--- src/rtl/jacobi_1d_pkg.sv ---
// Shared types and default widths for the jacobi_1d sweep sequencer.
package jacobi_1d_pkg;

    localparam int DEF_ADDR_W  = 64;
    localparam int DEF_STEPS_W = 16;

    typedef enum logic [1:0] {
        IDLE   = 2'd0,
        ISSUE  = 2'd1,
        WAIT   = 2'd2,
        FINISH = 2'd3
    } sweep_state_t;

    // Ping-pong pointer pair; src feeds A_1/A_2, dst feeds B.
    typedef struct packed {
        logic [DEF_ADDR_W-1:0] src;
        logic [DEF_ADDR_W-1:0] dst;
    } ptr_pair_t;

endpackage

--- src/rtl/jacobi_1d_sweep_ctrl.sv ---
// Ping-pong sweep sequencer issuing one jacobi_1d call per time step.
// Optional cycle counter on perf_cycles when JACOBI_SWEEP_PERF_EN is defined.
module jacobi_1d_sweep_ctrl
    import jacobi_1d_pkg::*;
#(
    parameter int ADDR_W  = DEF_ADDR_W,
    parameter int STEPS_W = DEF_STEPS_W
) (
    input  logic               clock,
    input  logic               reset,
    input  logic               cfg_start,
    input  logic [STEPS_W-1:0] cfg_steps,
    input  logic [ADDR_W-1:0]  cfg_buf_a,
    input  logic [ADDR_W-1:0]  cfg_buf_b,
    output logic               cfg_busy,
    output logic               cfg_done,
    output logic [ADDR_W-1:0]  result_ptr,
    output logic [STEPS_W-1:0] steps_done,
    output logic               stray_done,
    output logic               call_start,
    input  logic               call_busy,
    input  logic               call_done,
    output logic               call_stall,
    output logic [ADDR_W-1:0]  arg_A_1,
    output logic [ADDR_W-1:0]  arg_A_2,
    output logic [ADDR_W-1:0]  arg_B,
    output logic [31:0]        perf_cycles
);

    sweep_state_t       state_reg, state_next;
    ptr_pair_t          ptr_reg, ptr_next;
    logic [STEPS_W-1:0] remaining_reg, remaining_next;
    logic [STEPS_W-1:0] steps_done_reg, steps_done_next;
    logic [ADDR_W-1:0]  result_reg, result_next;
    logic               stray_reg, stray_next;

    always_ff @(posedge clock) begin
        if (reset) begin
            state_reg      <= IDLE;
            ptr_reg        <= '0;
            remaining_reg  <= '0;
            steps_done_reg <= '0;
            result_reg     <= '0;
            stray_reg      <= 1'b0;
        end else begin
            state_reg      <= state_next;
            ptr_reg        <= ptr_next;
            remaining_reg  <= remaining_next;
            steps_done_reg <= steps_done_next;
            result_reg     <= result_next;
            stray_reg      <= stray_next;
        end
    end

    always_comb begin
        state_next      = state_reg;
        ptr_next        = ptr_reg;
        remaining_next  = remaining_reg;
        steps_done_next = steps_done_reg;
        result_next     = result_reg;
        stray_next      = stray_reg;

        case (state_reg)
            IDLE: begin
                if (cfg_start) begin
                    ptr_next.src    = cfg_buf_a;
                    ptr_next.dst    = cfg_buf_b;
                    remaining_next  = cfg_steps;
                    steps_done_next = '0;
                    stray_next      = 1'b0;
                    if (cfg_steps == '0) begin
                        result_next = cfg_buf_a;
                        state_next  = FINISH;
                    end else begin
                        state_next  = ISSUE;
                    end
                end
            end
            ISSUE: begin
                if (!call_busy) begin
                    state_next = WAIT;
                end
            end
            WAIT: begin
                if (call_done) begin
                    steps_done_next = steps_done_reg + STEPS_W'(1);
                    remaining_next  = remaining_reg - STEPS_W'(1);
                    ptr_next.src    = ptr_reg.dst;
                    ptr_next.dst    = ptr_reg.src;
                    if (remaining_reg == STEPS_W'(1)) begin
                        result_next = ptr_reg.dst;
                        state_next  = FINISH;
                    end else begin
                        state_next  = ISSUE;
                    end
                end
            end
            FINISH: begin
                state_next = IDLE;
            end
            default: begin
                state_next = IDLE;
            end
        endcase

        // A return with nothing outstanding is absorbed but remembered.
        if (call_done && state_reg != WAIT) begin
            stray_next = 1'b1;
        end
    end

    assign call_start = (state_reg == ISSUE);
    assign cfg_busy   = (state_reg == ISSUE) || (state_reg == WAIT);
    assign cfg_done   = (state_reg == FINISH);
    assign call_stall = 1'b0;
    assign arg_A_1    = ptr_reg.src;
    assign arg_A_2    = ptr_reg.src;
    assign arg_B      = ptr_reg.dst;
    assign result_ptr = result_reg;
    assign steps_done = steps_done_reg;
    assign stray_done = stray_reg;

`ifdef JACOBI_SWEEP_PERF_EN
    logic [31:0] perf_reg;

    always_ff @(posedge clock) begin
        if (reset) begin
            perf_reg <= '0;
        end else if (state_reg == IDLE && cfg_start) begin
            perf_reg <= '0;
        end else if (cfg_busy && perf_reg != 32'hFFFF_FFFF) begin
            perf_reg <= perf_reg + 32'd1;
        end
    end

    assign perf_cycles = perf_reg;
`else
    assign perf_cycles = '0;
`endif

endmodule

--- config.mk ---
export PLATFORM = sky130hd
export DESIGN_NAME = jacobi_1d_sweep_ctrl
export DESIGN_NICKNAME = d
export VERILOG_FILES = /design/src/rtl/jacobi_1d_pkg.sv /design/src/rtl/jacobi_1d_sweep_ctrl.sv
export SDC_FILE = /design/constraint.sdc
export NUM_CORES = 1
export LEC_CHECK = 0
export ABC_AREA = 1
export CAP_MARGIN = 0
export CORE_ASPECT_RATIO = 1.4
export CORE_MARGIN = 4
export CORE_UTILIZATION = 35
export DETAILED_ROUTE_END_ITERATION = 8
export GPL_TIMING_DRIVEN = 0
export PLACE_DENSITY_LB_ADDON = 0.3
export SLEW_MARGIN = 20
export SYNTH_ARGS = -nofsm -noshare
export SYNTH_HDL_FRONTEND = slang
export SYNTH_SLANG_ARGS = --single-unit
--- constraint.sdc ---
create_clock -name clock -period 2.45 [get_ports clock]
set_input_delay 0.3675 -clock clock [delete_from_list [all_inputs] [get_ports clock]]
set_output_delay 0.3675 -clock clock [all_outputs]
set_load 0.05 [all_outputs]
==> impl_results.md <==
- Synthesized area per cell: 6.470 um2
- Starting Density: approximately 36%
- Initial antenna violation count: 1
- Placement row count: 79
- Num Clock Sinks: 227
- Post-detail-place hpwl: ~39,000 um
- Tightest Hold Check Type: in2reg
- First-pass GRT wire length: 74,330 um
- Syn Inst Count: approximately 1,800
- Most frequent cells in the layout: nand2_1, clkdlybuf4s50_1, inv_1
- Total core area: about 33,000 um2
- Slew of the pin with the lowest slew margin: around 0.73 ns
- Largest cells by area after synthesis: dfxtp_1, nand2_1, inv_1, o21ai_0, buf_4
- GR Overflow Total: 0
- Setup CP Type: reg2reg
- Fill cells: 3,392
- Final ANT Viol Nets: 0
- Max Buffers Root-to-Sink: 3
- Crit path max fanout: 10
- CP Cell Sequence: inv_1 -> ha_1 -> clkbuf_4 -> clkbuf_1 -> nand2_1 -> o21ai_0 -> nand4_1 -> nand2_1 -> nor2_1
- Critical path's largest stage delay: between 0.4 and 0.5 ns
- Yosys top cell area share: about two fifths
- Clock Skew: 0.02423 ns
- Iteration-0 DRC Markers: 1,043
- Placer Congestion: 0.9475
- H-tree depth: 1
- CP Launch Type: flip-flop
- R2R setup slack: 0.13 ns
- Max Freq: 0.4305 GHz
- Vias in the first global route: approximately 13,000
- Multiplexer area fraction after synthesis: 0%
- Total CTS buffers: 25
- Rel. slew slack: 51.40%
- Main combinational cell family by area after synthesis: simple AND/OR/NAND/NOR gates
- Routed via count: between 10,000 and 15,000
- CTS tree: built
- Syn Std Cell Area: about 12,000 um2
- Drt wl/cell: around 18 um
- Num ports: between 400 and 500
- MaxCap Viol Count: 0
- P&R area growth vs syn: 48.25%
- Worst-Skew Late Latency: approximately 0.54 ns
- Largest net degree at the start of global routing: 13
- Worst Setup End Kind: flip-flop
- CP max stage cell: clkbuf_1
- Post-Synth Simple-Gate Area: 24.81%
- Arrival @ worst endpoint: between 2 and 3 ns
- Sequential area share after synthesis: between 30% and 40%
- Final Util: a little over half
- Vias/cell: roughly 4.8
- Final setup violating endpoints: 0
- NumNets Final: around 2,500
- Compound-Gate Fraction of Synth Area: ~16%
- DRC: 0
- Xor-xnor portion of the synthesized cell area: less than 1%
- Die Ht: between 200 and 250 um
- Worst-path clk slew: about 0.070 ns
- Commonest non-fill, non-tap cell in the layout: nand2_1
- Yosys reg bits: approximately 230
- Final period utilization: about 95%
- Root buffer cell: clkbuf_16
- Pins Over Slew Limit: 0
- Hold buffer count at CTS: 0
- Worst endpoint required time: ~2.9 ns
- Final wirelength: a little over 50,000 um
- Status: complete, no violations
- Share of cells above drive strength 1: under 10%
- Leading area contributor after synthesis: dfxtp_1
- PortBufs: 424
- Post-Synth Adder-Cell Area: less than 1%
- Hold Vio Cnt, Final: 0
- CP dominant cell by count: nand2_1
- Die X: between 150 and 200 um
- Netlist cell types: 26
- Tmin final: roughly 2.3 ns
- TritonRoute pass-1 iters: 8
- Gr usage total: around a quarter
- Die area: 37,110 um2
- YS warnings: 0
## what timing repair did
action	4_1_cts	5_1_grt
setup buffers	0	2
endpoints found under the setup margin	83	182
gates resized for setup	9	24
## synthesized netlist by cell type, drive strengths merged
library cell / count
nand2: 476
inv: 296
dfxtp: 227
o21ai: 203
buf: 164
a21oi: 156
nor2: 126
nand4: 72
clkbuf: 49
nand3: 37
nor3: 9
ha: 8
o211ai: 6
a31oi: 4
o21a: 4
o21bai: 2
a211oi: 1
conb: 1
xor2: 1
## worst max-delay path, delay by kind of cell, from the launching register on
kind | cells | cell delay, ns
buffers and inverters | 3 | 0.90
and+or+nand+nor | 4 | 0.43
AOI/OAI and AO/OA | 1 | 0.27
DFF | 1 | 0.36
adders and majority gates | 1 | 0.25
## layout make-up
class	count	area [um2]	share of cell area [%]
multi-input cells	1138	5125	29.01
plain buffers	213	1294	7.322
diodes	2	5.005	0.02833
inverters	296	1117	6.324
well taps	445	556.8	3.151
repair buffers	426	4257	24.09
clock buffers	37	700.7	3.966
flip-flops and latches	227	4544	25.72
clock inverters	8	68.82	0.3895
## kinds of logic after synthesis
group                    count (synthesis)
AO/OA/AOI/OAI                          376
XOR/XNOR                                 1
adder cells (fa/ha/maj)                  8
buffers and inverters                  509
flip-flops                             227
other                                    1
AND/OR/NAND/NOR                        720
## path summary, 6_finish.rpt
path / cells after the start / startpoint / to
hold reg to reg: 2 / arg_B[26] / arg_B[26]
setup reg to reg: 9 / state_reg[0] / result_ptr[13]
hold / removal: 3 / cfg_buf_b[63] / arg_B[63]
setup / recovery: 9 / state_reg[0] / result_ptr[13]
## metal layers
metal / vias to the layer above / wire length, um / GRT usage [%]
li1: 6596 / - / -
met1: 6098 / 18970 / 29.49
met2: 604 / 25340 / 46.14
met3: 128 / 3594 / 4.619
met4: 0 / 2567 / 12.53
met5: - / 0 / 0
## through the flow
| step | TNS [ns] | worst slack (ns) | cell area, um2 | cells | hold WS, ns |
|---|---|---|---|---|---|
| after global routing | -0.003011 | -0.003011 | 17670 | 2791 | 0.3919 |
| after global placement | -41.54 | -0.4866 | 16840 | 2743 | 0.4558 |
| after floorplan | 0 | 0.6942 | 12040 | 1874 | 0.4567 |
| after CTS | 0 | 0.006709 | 17620 | 2788 | 0.3751 |
| final | 0 | 0.1272 | 17670 | 2792 | 0.4056 |
| after detailed placement | -47.99 | -0.4976 | 16840 | 2743 | 0.4609 |
Power is not shown: default switching activity piles up to over one toggle a cycle in this logic, so the estimate is an artifact.
